===== src/rtl/rv_decode_issue_pkg.sv =====
// Shared types and encodings for the RV32I decode/issue stage.
// decoded_t holds everything written into the issue queue at push time.
package rv_decode_issue_pkg;

    typedef enum logic [1:0] {
        UNIT_ALU    = 2'd0,
        UNIT_LSU    = 2'd1,
        UNIT_BRU    = 2'd2,
        UNIT_SYSTEM = 2'd3
    } unit_type_e;

    typedef enum logic [2:0] {
        INST_R = 3'd0,
        INST_I = 3'd1,
        INST_S = 3'd2,
        INST_B = 3'd3,
        INST_U = 3'd4,
        INST_J = 3'd5
    } inst_type_e;

    localparam logic [6:0] OPCODE_LUI      = 7'h37;
    localparam logic [6:0] OPCODE_AUIPC    = 7'h17;
    localparam logic [6:0] OPCODE_OP_IMM   = 7'h13;
    localparam logic [6:0] OPCODE_OP       = 7'h33;
    localparam logic [6:0] OPCODE_LOAD     = 7'h03;
    localparam logic [6:0] OPCODE_STORE    = 7'h23;
    localparam logic [6:0] OPCODE_BRANCH   = 7'h63;
    localparam logic [6:0] OPCODE_JAL      = 7'h6F;
    localparam logic [6:0] OPCODE_JALR     = 7'h67;
    localparam logic [6:0] OPCODE_MISC_MEM = 7'h0F;
    localparam logic [6:0] OPCODE_SYSTEM   = 7'h73;

    // ALU/LSU/BRU ops are {modifier, funct3}; only the fixed codes are named.
    localparam logic [3:0] ALU_ADD     = 4'h0;
    localparam logic [3:0] ALU_SUB     = 4'h8;
    localparam logic [3:0] LSU_STORE   = 4'h8;
    localparam logic [3:0] BRU_JAL     = 4'h8;
    localparam logic [3:0] BRU_JALR    = 4'h9;
    localparam logic [3:0] SYS_FENCE   = 4'h0;
    localparam logic [3:0] SYS_ECALL   = 4'h1;
    localparam logic [3:0] SYS_EBREAK  = 4'h2;
    localparam logic [3:0] SYS_CSR     = 4'h8;
    localparam logic [3:0] SYS_ILLEGAL = 4'hF;

    typedef struct packed {
        unit_type_e  unit_type;
        logic [3:0]  op;
        inst_type_e  inst_type;
        logic [31:0] imm;
        logic [4:0]  rs1;
        logic [4:0]  rs2;
        logic [4:0]  rd;
        logic        use_pc;
        logic        use_imm;
        logic        illegal;
    } decoded_t;

endpackage


===== src/rtl/rv_decode_issue_if.sv =====
// Fetch-side and issue-side handshake bundle of the decode/issue stage.
// slave is the stage itself, master is whoever drives fetch and consumes issue.
interface rv_decode_issue_if
    import rv_decode_issue_pkg::*;
#(
    parameter int XLEN = 32
);
    logic             in_valid_i;
    logic             in_ready_o;
    logic [31:0]      instruction_i;
    logic [XLEN-1:0]  pc_i;
    logic             out_valid_o;
    logic             out_ready_i;
    unit_type_e       unit_type_o;
    logic [3:0]       op_o;
    inst_type_e       inst_type_o;
    logic [XLEN-1:0]  immediate_o;
    logic [4:0]       rs1_o;
    logic [4:0]       rs2_o;
    logic [4:0]       rd_o;
    logic             use_pc_o;
    logic             use_imm_o;
    logic [XLEN-1:0]  pc_o;
    logic             illegal_o;

    modport slave (
        input  in_valid_i, instruction_i, pc_i, out_ready_i,
        output in_ready_o, out_valid_o, unit_type_o, op_o, inst_type_o, immediate_o,
               rs1_o, rs2_o, rd_o, use_pc_o, use_imm_o, pc_o, illegal_o
    );

    modport master (
        output in_valid_i, instruction_i, pc_i, out_ready_i,
        input  in_ready_o, out_valid_o, unit_type_o, op_o, inst_type_o, immediate_o,
               rs1_o, rs2_o, rd_o, use_pc_o, use_imm_o, pc_o, illegal_o
    );
endinterface


===== src/rtl/rv_decode_issue_comb.sv =====
// Purely combinational RV32I decoder: raw instruction to decoded_t.
// Any illegal encoding collapses to SYSTEM/SYS_ILLEGAL with all indices zero.
module rv_decode_comb
    import rv_decode_issue_pkg::*;
(
    input  logic [31:0] instruction_i,
    output decoded_t    decoded_o
);
    logic [6:0]  opcode;
    logic [2:0]  funct3;
    logic [6:0]  funct7;
    logic [31:0] imm_i, imm_s, imm_b, imm_u, imm_j;
    logic        illegal;
    decoded_t    d;

    assign opcode = instruction_i[6:0];
    assign funct3 = instruction_i[14:12];
    assign funct7 = instruction_i[31:25];
    assign imm_i  = {{20{instruction_i[31]}}, instruction_i[31:20]};
    assign imm_s  = {{20{instruction_i[31]}}, instruction_i[31:25], instruction_i[11:7]};
    assign imm_b  = {{19{instruction_i[31]}}, instruction_i[31], instruction_i[7],
                     instruction_i[30:25], instruction_i[11:8], 1'b0};
    assign imm_u  = {instruction_i[31:12], 12'b0};
    assign imm_j  = {{11{instruction_i[31]}}, instruction_i[31], instruction_i[19:12],
                     instruction_i[20], instruction_i[30:21], 1'b0};

    always_comb begin
        d       = '0;
        illegal = 1'b0;
        case (opcode)
            OPCODE_LUI, OPCODE_AUIPC: begin
                d.unit_type = UNIT_ALU;
                d.inst_type = INST_U;
                d.op        = ALU_ADD;
                d.imm       = imm_u;
                d.rd        = instruction_i[11:7];
                d.use_imm   = 1'b1;
                d.use_pc    = (opcode == OPCODE_AUIPC);
            end
            OPCODE_OP_IMM: begin
                d.unit_type = UNIT_ALU;
                d.inst_type = INST_I;
                d.op        = {funct7[5] & (funct3 == 3'd5), funct3};
                d.imm       = imm_i;
                d.rd        = instruction_i[11:7];
                d.rs1       = instruction_i[19:15];
                d.use_imm   = 1'b1;
                if (funct3 == 3'd1 && funct7 != 7'h00) illegal = 1'b1;
                if (funct3 == 3'd5 && funct7 != 7'h00 && funct7 != 7'h20) illegal = 1'b1;
            end
            OPCODE_OP: begin
                d.unit_type = UNIT_ALU;
                d.inst_type = INST_R;
                d.op        = {funct7[5], funct3};
                d.rd        = instruction_i[11:7];
                d.rs1       = instruction_i[19:15];
                d.rs2       = instruction_i[24:20];
                if (!(funct7 == 7'h00 ||
                      (funct7 == 7'h20 && (funct3 == 3'd0 || funct3 == 3'd5)))) illegal = 1'b1;
            end
            OPCODE_LOAD: begin
                d.unit_type = UNIT_LSU;
                d.inst_type = INST_I;
                d.op        = {1'b0, funct3};
                d.imm       = imm_i;
                d.rd        = instruction_i[11:7];
                d.rs1       = instruction_i[19:15];
                d.use_imm   = 1'b1;
                if (funct3 == 3'd3 || funct3 == 3'd6 || funct3 == 3'd7) illegal = 1'b1;
            end
            OPCODE_STORE: begin
                d.unit_type = UNIT_LSU;
                d.inst_type = INST_S;
                d.op        = LSU_STORE | {1'b0, funct3};
                d.imm       = imm_s;
                d.rs1       = instruction_i[19:15];
                d.rs2       = instruction_i[24:20];
                d.use_imm   = 1'b1;
                if (funct3 > 3'd2) illegal = 1'b1;
            end
            OPCODE_BRANCH: begin
                d.unit_type = UNIT_BRU;
                d.inst_type = INST_B;
                d.op        = {1'b0, funct3};
                d.imm       = imm_b;
                d.rs1       = instruction_i[19:15];
                d.rs2       = instruction_i[24:20];
                if (funct3 == 3'd2 || funct3 == 3'd3) illegal = 1'b1;
            end
            OPCODE_JAL: begin
                d.unit_type = UNIT_BRU;
                d.inst_type = INST_J;
                d.op        = BRU_JAL;
                d.imm       = imm_j;
                d.rd        = instruction_i[11:7];
                d.use_pc    = 1'b1;
                d.use_imm   = 1'b1;
            end
            OPCODE_JALR: begin
                d.unit_type = UNIT_BRU;
                d.inst_type = INST_I;
                d.op        = BRU_JALR;
                d.imm       = imm_i;
                d.rd        = instruction_i[11:7];
                d.rs1       = instruction_i[19:15];
                d.use_imm   = 1'b1;
                if (funct3 != 3'd0) illegal = 1'b1;
            end
            OPCODE_MISC_MEM: begin
                d.unit_type = UNIT_SYSTEM;
                d.inst_type = INST_I;
                d.op        = SYS_FENCE;
            end
            OPCODE_SYSTEM: begin
                d.unit_type = UNIT_SYSTEM;
                d.inst_type = INST_I;
                if (funct3 == 3'd0) begin
                    if (instruction_i[31:20] == 12'd0)      d.op = SYS_ECALL;
                    else if (instruction_i[31:20] == 12'd1) d.op = SYS_EBREAK;
                    else                                    illegal = 1'b1;
                end else if (funct3 == 3'd4) begin
                    illegal = 1'b1;
                end else begin
                    // CSR accesses keep rd/rs1 fields and the CSR address as imm.
                    d.op  = SYS_CSR | {1'b0, funct3};
                    d.imm = imm_i;
                    d.rd  = instruction_i[11:7];
                    d.rs1 = instruction_i[19:15];
                end
            end
            default: illegal = 1'b1;
        endcase

        if (instruction_i[1:0] != 2'b11) illegal = 1'b1;

        if (illegal) begin
            d           = '0;
            d.unit_type = UNIT_SYSTEM;
            d.inst_type = INST_I;
            d.op        = SYS_ILLEGAL;
            d.illegal   = 1'b1;
        end
    end

    assign decoded_o = d;
endmodule


===== src/rtl/rv_decode_issue.sv =====
// Decode/issue stage: decodes at push and buffers results in a DEPTH-entry FIFO.
// Handshake: a transfer happens on a rising edge where valid && ready; flush_i kills both sides.
module rv_decode_issue
    import rv_decode_issue_pkg::*;
#(
    parameter int XLEN  = 32,
    parameter int DEPTH = 2
)(
    input  logic             clk_i,
    input  logic             rst_ni,
    input  logic             flush_i,
    rv_decode_issue_if.slave bus
);
    localparam int PW = (DEPTH > 1) ? $clog2(DEPTH) : 1;

    decoded_t        dec;
    decoded_t        entries_q [DEPTH];
    decoded_t        entries_d [DEPTH];
    logic [XLEN-1:0] pcs_q [DEPTH];
    logic [XLEN-1:0] pcs_d [DEPTH];
    logic [PW-1:0]   wr_ptr_q, wr_ptr_d, rd_ptr_q, rd_ptr_d;
    logic [PW:0]     count_q, count_d;
    logic            in_ready, out_valid, push, pop;
    decoded_t        head;

    rv_decode_comb u_decode (
        .instruction_i (bus.instruction_i),
        .decoded_o     (dec)
    );

    // Ready and valid come from registered count only, never from out_ready_i.
    assign in_ready  = (count_q != (PW+1)'(DEPTH));
    assign out_valid = (count_q != '0);
    assign push      = bus.in_valid_i && in_ready && !flush_i;
    assign pop       = out_valid && bus.out_ready_i && !flush_i;

    always_comb begin
        entries_d = entries_q;
        pcs_d     = pcs_q;
        wr_ptr_d  = wr_ptr_q;
        rd_ptr_d  = rd_ptr_q;
        count_d   = count_q;
        if (flush_i) begin
            wr_ptr_d = '0;
            rd_ptr_d = '0;
            count_d  = '0;
        end else begin
            if (push) begin
                entries_d[wr_ptr_q] = dec;
                pcs_d[wr_ptr_q]     = bus.pc_i;
                wr_ptr_d            = wr_ptr_q + PW'(1);
            end
            if (pop) rd_ptr_d = rd_ptr_q + PW'(1);
            case ({push, pop})
                2'b10:   count_d = count_q + (PW+1)'(1);
                2'b01:   count_d = count_q - (PW+1)'(1);
                default: count_d = count_q;
            endcase
        end
    end

    always_ff @(posedge clk_i or negedge rst_ni) begin
        if (!rst_ni) begin
            wr_ptr_q <= '0;
            rd_ptr_q <= '0;
            count_q  <= '0;
            for (int i = 0; i < DEPTH; i++) begin
                entries_q[i] <= '0;
                pcs_q[i]     <= '0;
            end
        end else begin
            wr_ptr_q  <= wr_ptr_d;
            rd_ptr_q  <= rd_ptr_d;
            count_q   <= count_d;
            entries_q <= entries_d;
            pcs_q     <= pcs_d;
        end
    end

    always_comb begin
        head            = out_valid ? entries_q[rd_ptr_q] : '0;
        bus.in_ready_o  = in_ready;
        bus.out_valid_o = out_valid;
        bus.unit_type_o = head.unit_type;
        bus.op_o        = head.op;
        bus.inst_type_o = head.inst_type;
        bus.immediate_o = XLEN'($signed(head.imm));
        bus.rs1_o       = head.rs1;
        bus.rs2_o       = head.rs2;
        bus.rd_o        = head.rd;
        bus.use_pc_o    = head.use_pc;
        bus.use_imm_o   = head.use_imm;
        bus.illegal_o   = head.illegal;
        bus.pc_o        = out_valid ? pcs_q[rd_ptr_q] : '0;
    end
endmodule


===== src/flat_wrapper.sv =====
// flat-port wrapper written by rule: the top's interface ports become plain ports
module rv_decode_issue_flat import rv_decode_issue_pkg::*;
#(
    parameter int XLEN  = 32,
    parameter int DEPTH = 2
)
  (clk_i, rst_ni, flush_i, bus_in_valid_i, bus_instruction_i, bus_pc_i, bus_out_ready_i, bus_in_ready_o, bus_out_valid_o, bus_unit_type_o, bus_op_o, bus_inst_type_o, bus_immediate_o, bus_rs1_o, bus_rs2_o, bus_rd_o, bus_use_pc_o, bus_use_imm_o, bus_pc_o, bus_illegal_o);
  rv_decode_issue_if #(.XLEN(XLEN)) bus_i ();
  input  logic clk_i;
  input  logic rst_ni;
  input  logic flush_i;
  input wire logic [$bits(bus_i.in_valid_i)-1:0] bus_in_valid_i;
  input wire logic [$bits(bus_i.instruction_i)-1:0] bus_instruction_i;
  input wire logic [$bits(bus_i.pc_i)-1:0] bus_pc_i;
  input wire logic [$bits(bus_i.out_ready_i)-1:0] bus_out_ready_i;
  output wire logic [$bits(bus_i.in_ready_o)-1:0] bus_in_ready_o;
  output wire logic [$bits(bus_i.out_valid_o)-1:0] bus_out_valid_o;
  output wire logic [$bits(bus_i.unit_type_o)-1:0] bus_unit_type_o;
  output wire logic [$bits(bus_i.op_o)-1:0] bus_op_o;
  output wire logic [$bits(bus_i.inst_type_o)-1:0] bus_inst_type_o;
  output wire logic [$bits(bus_i.immediate_o)-1:0] bus_immediate_o;
  output wire logic [$bits(bus_i.rs1_o)-1:0] bus_rs1_o;
  output wire logic [$bits(bus_i.rs2_o)-1:0] bus_rs2_o;
  output wire logic [$bits(bus_i.rd_o)-1:0] bus_rd_o;
  output wire logic [$bits(bus_i.use_pc_o)-1:0] bus_use_pc_o;
  output wire logic [$bits(bus_i.use_imm_o)-1:0] bus_use_imm_o;
  output wire logic [$bits(bus_i.pc_o)-1:0] bus_pc_o;
  output wire logic [$bits(bus_i.illegal_o)-1:0] bus_illegal_o;
  assign bus_i.in_valid_i = bus_in_valid_i;
  assign bus_i.instruction_i = bus_instruction_i;
  assign bus_i.pc_i = bus_pc_i;
  assign bus_i.out_ready_i = bus_out_ready_i;
  assign bus_in_ready_o = bus_i.in_ready_o;
  assign bus_out_valid_o = bus_i.out_valid_o;
  assign bus_unit_type_o = bus_i.unit_type_o;
  assign bus_op_o = bus_i.op_o;
  assign bus_inst_type_o = bus_i.inst_type_o;
  assign bus_immediate_o = bus_i.immediate_o;
  assign bus_rs1_o = bus_i.rs1_o;
  assign bus_rs2_o = bus_i.rs2_o;
  assign bus_rd_o = bus_i.rd_o;
  assign bus_use_pc_o = bus_i.use_pc_o;
  assign bus_use_imm_o = bus_i.use_imm_o;
  assign bus_pc_o = bus_i.pc_o;
  assign bus_illegal_o = bus_i.illegal_o;
  rv_decode_issue #(.XLEN(XLEN), .DEPTH(DEPTH)) u_core (.clk_i(clk_i), .rst_ni(rst_ni), .flush_i(flush_i), .bus(bus_i));
endmodule

===== config.mk =====
export PLATFORM = sky130hd
export DESIGN_NAME = rv_decode_issue_flat
export DESIGN_NICKNAME = d
export VERILOG_FILES = /design/src/rtl/rv_decode_issue_pkg.sv /design/src/rtl/rv_decode_issue_if.sv /design/src/rtl/rv_decode_issue_comb.sv /design/src/rtl/rv_decode_issue.sv /design/src/flat_wrapper.sv
export SDC_FILE = /design/constraint.sdc
export NUM_CORES = 1
export LEC_CHECK = 0
export ABC_AREA = 1
export CAP_MARGIN = 20
export CORE_MARGIN = 10
export CORE_UTILIZATION = 35
export DETAILED_ROUTE_END_ITERATION = 6
export GPL_ROUTABILITY_DRIVEN = 0
export GPL_TIMING_DRIVEN = 0
export PLACE_DENSITY = 0.61
export SYNTH_ARGS = -nofsm -noshare
export SYNTH_HDL_FRONTEND = slang
export SYNTH_HIERARCHICAL = 1
export SYNTH_SLANG_ARGS = --single-unit

===== constraint.sdc =====
create_clock -name clk_i -period 2 [get_ports clk_i]
set_clock_uncertainty 0.2 [all_clocks]
set_input_delay 0.3 -clock clk_i [delete_from_list [all_inputs] [get_ports clk_i]]
set_output_delay 0.3 -clock clk_i [all_outputs]
set_load 0.01 [all_outputs]

==> results of run 1 <==
[state kept, by name (all words and copies together), names as in the netlist]
register and count:
u_core/rd_ptr_q 1, u_core/wr_ptr_q 1, u_core/pcs_q 64, u_core/count_q 2
u_core/entries_q 118
[power groups by stage]
stage | registers (µW) | logic, µW | clock network [µW]
after detailed placement | 5070 | 4470 | 0
after global routing | 5120 | 6970 | 3480
after floorplan | 4980 | 2490 | 0
after global placement | 5050 | 4410 | 0
after CTS | 5000 | 5600 | 3330
final | 5030 | 6470 | 3270
[metrics by stage]
stage | utilization [%] | setup TNS (ns)
after floorplan | - | 0
after global placement | 43.2 | -1550.58
after detailed placement | 43.3 | -163.34
after CTS | 48.8 | -16.61
after global routing | 51.6 | -22.56
final | 51.6 | -17.48
[cell usage in the layout, fill, tap and decap left out, types with 22 or more instances in the layout]
cell type	instances
a21oi_1	22
a21oi_2	53
a21oi_4	28
buf_2	55
buf_4	42
buf_6	69
clkbuf_16	37
clkbuf_2	31
clkdlybuf4s50_1	45
dfrtp_1	184
inv_1	113
inv_2	22
nand2_1	420
nand2_2	27
nor2_1	68
nor2_2	31
o21ai_0	90
o21ai_1	26
o21ai_2	85
[final cells by class]
class	count	area, µm²	area share, %
sequential	186	4660	32.2
clock buffer	18	429	2.97
timing repair buffer	229	2090	14.5
multi-input combinational	918	5140	35.6
buffer	78	1010	7.00
inverter	136	513	3.55
clock inverter	14	130	0.901
tap	378	473	3.27
[logic make-up (layout without fill, tap and decap cells)]
logic type,Yosys count,in the layout
AO/OA/AOI/OAI,306,306
XOR/XNOR,1,1
buffers and inverters,215,475
flip-flops,186,186
AND/OR/NAND/NOR,610,611
[worst register-to-register path, stage by stage, from the launching register on]
cell	delay, ns
dfrtp_2	0.43
buf_4	0.16
inv_2	0.05
nand2_2	0.05
nand3_2	0.09
inv_1	0.04
nand2_1	0.07
clkbuf_4	0.26
buf_2	0.28
nand2_1	0.09
o21ai_0	0.09
[what timing repair did]
item                                   CTS  global route
buffers inserted                        31            19
cloned                                   8             9
endpoints found under the hold margin  105             0
hold buffers                             1             0
gates resized for setup                601           234
setup endpoints to repair              207           229
pin swaps                               31            42
[final timing paths]
kind / depth (start not counted) / start / slack, ns / endpoint
max reg2reg: 10 / u_core/count_q[0]$_DFFE_PN0P_ / 0.11 / u_core/pcs_q[4]$_DFFE_PN0P_
min reg2reg: 2 / u_core/entries_q[102]$_DFFE_PN0P_ / 0.28 / u_core/entries_q[102]$_DFFE_PN0P_
min: 5 / bus_instruction_i[26] / 0.07 / u_core/entries_q[83]$_DFFE_PN0P_
max in group asynchronous: 3 / rst_ni / 0.38 / u_core/entries_q[98]$_DFFE_PN0P_
max: 7 / u_core/count_q[1]$_DFFE_PN0P_ / -0.27 / bus_pc_o[4]
min in group asynchronous: 2 / rst_ni / 0.31 / u_core/pcs_q[28]$_DFFE_PN0P_
[layer usage]
metal / up-vias / global-route usage, % / wire [µm] / share of wire [%]
met5: - / 0 / 0 / 0
met4: 0 / 4.18 / 558 / 1.6
met3: 45 / 4.76 / 2300 / 6.5
met2: 359 / 29.8 / 16700 / 47
met1: 4779 / 25.5 / 16100 / 45
li1: 4668 / - / - / -
==> run metrics, run 1 <==
run status finished, violations left; failing checks setup timing; crit start category flip-flop; Max Transition Viols Final 0; cell with the most instances after synthesis nand2_1; buffers added on ports between 150 and 200; Post-synth ARST share 100%; Final #Nets 1,635; maximum clock path buffer count 2; estimated wirelength of the detail-placed design 24,100 µm; largest incremental delay on the critical path between 0.4 and 0.5 ns; sequential power share 34.1%; largest net degree at the start of global routing 107; number of inserted filler cells in the final layout 2,689; number of DRC violations after detailed-routing iteration 0 about 1,100; Vias per Instance 5.03; warning count from the yosys run 6; kind of cell with the highest combined delay on the critical path buffers and inverters; cts bufs inserted 17; internal power consumption 9240 µW; layout cells sized above 1 a little over a third; clock latency of the later-clocked register in the worst-skew pair 0.43 ns; cell types occupying the most area after synthesis dfrtp_1 46%, nand2_1 17%, o21ai_2 7.3%, o21ai_0 5.4%, a21oi_1 5.1%; initial standard-cell utilization of the core 35.8%; mean routed wirelength per cell 18.2 µm; final setup violation count 92; post-placement cell area 12,100 µm²; CP Buf/Inv Count 5; worst hold slack after final layout 0.0713 ns; Fmax 0.441 GHz; number of standard-cell rows in the floorplan 61; Clk network pwr share 22.1%; library cells used by synthesis 29; path type of the worst min-delay path in -> reg; die area ~36,000 µm²; post-route minimum period between 2 and 2.5 ns; cell at the root of the clock tree clkbuf_16; Mapped Nets 1,387; Post-Layout Inst Area about 14,000 µm²; DP Cell Count 1,858; Die Span Y 189 µm; cell area power density 1020 nW/µm²; switching power of the nets 5520 µW; synthesized-area fraction occupied by ao, oa, aoi and oai cells 18.5%; wire length of the first global-routing pass 53,600 µm; post-synthesis to final-layout area growth 44.2%; Remaining Overflow, GRT 0; Mapped Avg Cell Area 7.60 µm²; CTS sink count ~190; XOR/XNOR Fraction of Synth Area 0.0874%; unrepaired setup endpoints after global routing yes; Synth Area in Adders 0%; number of global-route vias before repair 9,564; Slew @ Worst Pin ~0.83 ns; total length of routed wires 35,600 µm; worst slew slack as a fraction of its limit around 45%; post-route non-filler standard cell count 1,957; initial antenna violation count 1; cell breakdown of the critical path nor2_4 > clkbuf_16 > buf_12 > buf_6 > buf_6 > a21oi_2 > buf_2; number of inserted diodes 0; synthesized-area fraction occupied by and/or/nand/nor cells 24.8%; Final ANT Viol Nets 0; gate count of the mapped netlist ~1,300; Final Hold Violating Endpoints 0; Floorplan Core Area 28,000 µm²; sequential fraction of the synthesis area 46.4%; library cell occupying the most area in the post-synthesis netlist dfrtp_1; proportion of synthesized area in mux cells 0%; ys flop type dfrtp_1; top cell type's share of synthesized area 46.4%; Top cell by count, worst path buf_6; H-tree depth reported by CTS 4; DRC violations left 0; Comb power frac 43.8%; clock tree from TritonCTS yes; worst voltage drop across the vdd grid 582 µV; Data arrival, critical path 1.77 ns; kind of critical path reg -> out; I/O Pins 162; leading post-synthesis cells by instance count 450 x nand2_1, 186 x dfrtp_1, 129 x inv_1; combinational family with the most area after synthesis simple AND/OR/NAND/NOR gates; cell area after synthesis 10,000 µm²; width of the die ~190 µm; PnR Total Power 14,800 µW; post-route clock period utilization 113%; Total Routing Usage GR 18.9%; Sw Share between 30% and 40%; cell with the biggest individual delay on the critical path dfrtp_2; Post-synth EDFFs 0; routed vias 9,851; setup slack after placement -1.03 ns; final worst slack -0.270 ns; critical path fanouts, max 5; CP Data Required Time 1.50 ns; clock transition at the registers of the reported paths roughly 0.080 ns; count of state elements after synthesis about 190; Initial DRT Pass Iterations 7; max-cap check violation count 0; leakage dissipation 0.00650 µW; crit end category output port
Note: power is estimated with default switching activity, not from simulation.
==> run 2: changes to the inputs <==
Settings changed: ABC_AREA 1 to 0.
==> run 2 against run 1 <==
Critical path depth fell by 1. Cell count fell by 21%. The run still ends with setup timing left. Maximum frequency fell by 1.5%. Clock power rose by 4%. Sequential power fell by 12%. Core utilization rose by 3.2 points. Global-route usage fell by 1.1 points. Non-clock buffer count rose by 54. Combinational power fell by 55%.
==> run metrics, run 2 <==
count of state elements after synthesis 186 (unchanged); maximum clock path buffer count 2 (unchanged); worst slew slack as a fraction of its limit 44.5% (was 44.9%); Mapped Nets 896 (was 1,387); most common library cell in the layout ignoring fill and taps dfrtp_1 (was nand2_1); H-tree depth reported by CTS 4 (unchanged); cts bufs inserted 17 (unchanged); initial standard-cell utilization of the core 35.3% (was 35.8%); largest net degree at the start of global routing 110 (was 107); synthesized-area fraction occupied by ao, oa, aoi and oai cells 4.05% (was 18.5%); crit start category flip-flop (unchanged); combinational family with the most area after synthesis multiplexers (was simple AND/OR/NAND/NOR gates); proportion of synthesized area in mux cells 35.1% (was 0%); clock tree from TritonCTS yes (unchanged); Fmax 0.434 GHz (was 0.441 GHz); clock latency of the later-clocked register in the worst-skew pair 0.43 ns (about the same); routed vias 7,921 (was 9,851); final setup TNS -47.76 ns (was -17.48 ns); cell at the root of the clock tree clkbuf_16 (unchanged); unrepaired setup endpoints after global routing yes (unchanged); warning count from the yosys run 6 (unchanged); cell area power density 663 nW/µm² (was 1020 nW/µm²); synthesized-area fraction occupied by and/or/nand/nor cells 10.1% (was 24.8%); wire length of the first global-routing pass 50,600 µm (was 53,600 µm); number of standard-cell rows in the floorplan 63 (was 61); library cell occupying the most area in the post-synthesis netlist dfrtp_1 (unchanged); die area 37,000 µm² (was 35,800 µm²); Final #Nets 1,215 (was 1,635); post-route clock period utilization 115% (was 113%); Max Transition Viols Final 0 (unchanged); Floorplan Core Area 29,500 µm² (was 28,000 µm²); max-cap check violation count 0 (unchanged); number of global-route vias before repair 8,335 (was 9,564); most used cells in the layout excluding fill and tap cells 184 x dfrtp_1, 181 x mux2_4, 91 x buf_2 (was 420 x nand2_1, 184 x dfrtp_1, 113 x inv_1); CTS sink count 186 (unchanged); kind of critical path reg -> out (unchanged); library cells used by synthesis 54 (was 29); cell area after synthesis 10,400 µm² (was 10,000 µm²); Vias per Instance 5.11 (was 5.03); max FFs per register 118 (unchanged); Final Hold Violating Endpoints 0 (unchanged); final setup violation count 274 (was 92); Total Routing Usage GR 17.7% (was 18.9%); number of inserted filler cells in the final layout 2,417 (was 2,689); Synth Area in Adders 0% (unchanged); cell types occupying the most area after synthesis dfrtp_1 45%, mux2_4 26%, mux2i_1 8.9%, nor2_1 4.6%, buf_12 3.5% (was dfrtp_1 46%, nand2_1 17%, o21ai_2 7.3%, o21ai_0 5.4%, a21oi_1 5.1%); Die Span Y 192 µm (was 189 µm); XOR/XNOR Fraction of Synth Area 0.169% (was 0.0874%); Mapped Avg Cell Area 12.6 µm² (was 7.60 µm²); Slew @ Worst Pin 0.833 ns (was 0.827 ns); I/O Pins 162 (unchanged); post-synthesis to final-layout area growth 55.3% (was 44.2%); top cell type's share of synthesized area 44.8% (was 46.4%); Post-synth EDFFs 0 (unchanged); worst voltage drop across the vdd grid 566 µV (was 582 µV); number of DRC violations after detailed-routing iteration 0 527 (was 1,102); Initial DRT Pass Iterations 5 (was 7); DP Cell Count 1,376 (was 1,858); Data arrival, critical path 1.80 ns (was 1.77 ns); layout cells sized above 1 59.8% (was 35.8%); run status finished, violations left (unchanged); buffers added on ports 158 (was 161); most flop-heavy register u_core/entries_q (unchanged); Final ANT Viol Nets 0 (unchanged); crit end category output port (unchanged); DRC violations left 0 (unchanged); leading post-synthesis cells by instance count 186 x dfrtp_1, 180 x mux2_4, 127 x nor2_1 (was 450 x nand2_1, 186 x dfrtp_1, 129 x inv_1); post-route minimum period 2.30 ns (was 2.27 ns); number of inserted diodes 0 (unchanged); failing checks setup timing (unchanged); total length of routed wires 34,600 µm (was 35,600 µm); critical path fanouts, max 6 (was 5); Remaining Overflow, GRT 0 (unchanged); path type of the worst min-delay path in -> reg (unchanged); width of the die 192 µm (was 189 µm); initial antenna violation count 0 (was 1); final worst slack -0.303 ns (was -0.270 ns); biggest registers after layout u_core/entries_q: 118 flops, u_core/pcs_q: 64 flops, u_core/count_q: 2 flops (unchanged); Post-synth ARST share 100% (unchanged); mean routed wirelength per cell 22.3 µm (was 18.2 µm); estimated wirelength of the detail-placed design 20,800 µm (was 24,100 µm); CP Data Required Time 1.50 ns (about the same); gate count of the mapped netlist 827 (was 1,318); cell with the most instances after synthesis dfrtp_1 (was nand2_1); leakage dissipation 0.00731 µW (was 0.00650 µW); clock transition at the registers of the reported paths 0.07 ns (was 0.08 ns); post-route non-filler standard cell count 1,549 (was 1,957); ys flop type dfrtp_1 (unchanged); sequential fraction of the synthesis area 44.8% (was 46.4%)
-- run 2: changes by cell type in the layout (fill, tap and decap cells not counted), moves of 36 or more --
cell     before  now
mux2_4        0  181
o21ai_2      85    2
nand2_1     420   34
o21ai_0      90    8
a21oi_2      53    5
inv_1       113    3
buf_2        55   91
mux2i_1       0   52
-- run 2: layout make-up --
class | instances | area [µm²] | area share [%]
Buffer | 52 | 908 | 5.63
Clock buffer | 19 | 443 | 2.74
Clock inverter | 13 | 135 | 0.837
Inverter | 6 | 22.5 | 0.140
Multi-Input combinational cell | 574 | 6230 | 38.6
Sequential cell | 186 | 4660 | 28.9
Tap cell | 390 | 488 | 3.02
Timing Repair Buffer | 309 | 3250 | 20.2
-- run 2: stage by stage --
step / hold slack (ns) / total power (µW) / worst slack [ns] / utilization [%] / area [µm²]
4_1_cts: 0.106 / 10500 / -0.374 / 51.9 / 15300
3_5_place_dp: 0.227 / 6480 / -1.25 / 43.0 / 12700
3_3_place_gp: 0.287 / 6440 / -7.56 / 42.9 / 12700
2_1_floorplan: -0.196 / 5690 / -0.237 / - / 10600
6_report: 0.185 / 10700 / -0.303 / 54.7 / 16100
5_1_grt: 0.172 / 11100 / -0.362 / 54.7 / 16100
-- run 2: critical path, cell delays in order (launching register included) --
cell and delay [ns]:
dfrtp_2 0.47, clkbuf_16 0.21, buf_12 0.15, buf_4 0.14, mux2i_4 0.18, nor2_4 0.10
buf_6 0.11
-- run 2: final timing paths --
path,start,end,slack (ns),cells past startpoint
setup / recovery,u_core/rd_ptr_q$_DFFE_PN0P_,bus_op_o[0],-0.30,6
hold / removal,bus_instruction_i[28],u_core/entries_q[85]$_DFFE_PN0P_,0.19,3
setup reg to reg,u_core/count_q[1]$_DFFE_PN0P_,u_core/entries_q[86]$_DFFE_PN0P_,-0.20,10
hold reg to reg,u_core/pcs_q[46]$_DFFE_PN0P_,u_core/pcs_q[46]$_DFFE_PN0P_,0.31,1
max in group asynchronous,rst_ni,u_core/entries_q[112]$_DFFE_PN0P_,0.37,3
min in group asynchronous,rst_ni,u_core/pcs_q[56]$_DFFE_PN0P_,0.32,2
-- run 2: timing repair --
| item | CTS | global route |
|---|---|---|
| hold buffers | 1 | 0 |
| endpoints found under the setup margin | 209 | 265 |
| cloned | 18 | 18 |
| buffers inserted | 92 | 30 |
| resized for setup | 759 | 108 |
| endpoints found under the hold margin | 108 | 0 |
| pin swaps | 42 | 34 |
-- run 2: per-layer routing --
| layer | routed length (µm) | vias up | track usage, % |
|---|---|---|---|
| met2 | 16700 | 288 | 28.7 |
| met3 | 2150 | 48 | 4.08 |
| li1 | - | 3546 | - |
| met4 | 544 | 0 | 3.79 |
| met5 | 0 | - | 0 |
| met1 | 15200 | 4039 | 23.7 |
-- run 2: kinds of logic after synthesis --
group,Yosys count
buffers and inverters,67
flip-flops,186
multiplexers,274
XOR/XNOR,2
AO/OA/AOI/OAI,72
AND/OR/NAND/NOR,226
-- run 2: where the power goes --
part,internal [µW],total [µW],switching (µW)
logic,1720,2890,1170
clock network,1790,3390,1600
registers,4150,4420,268
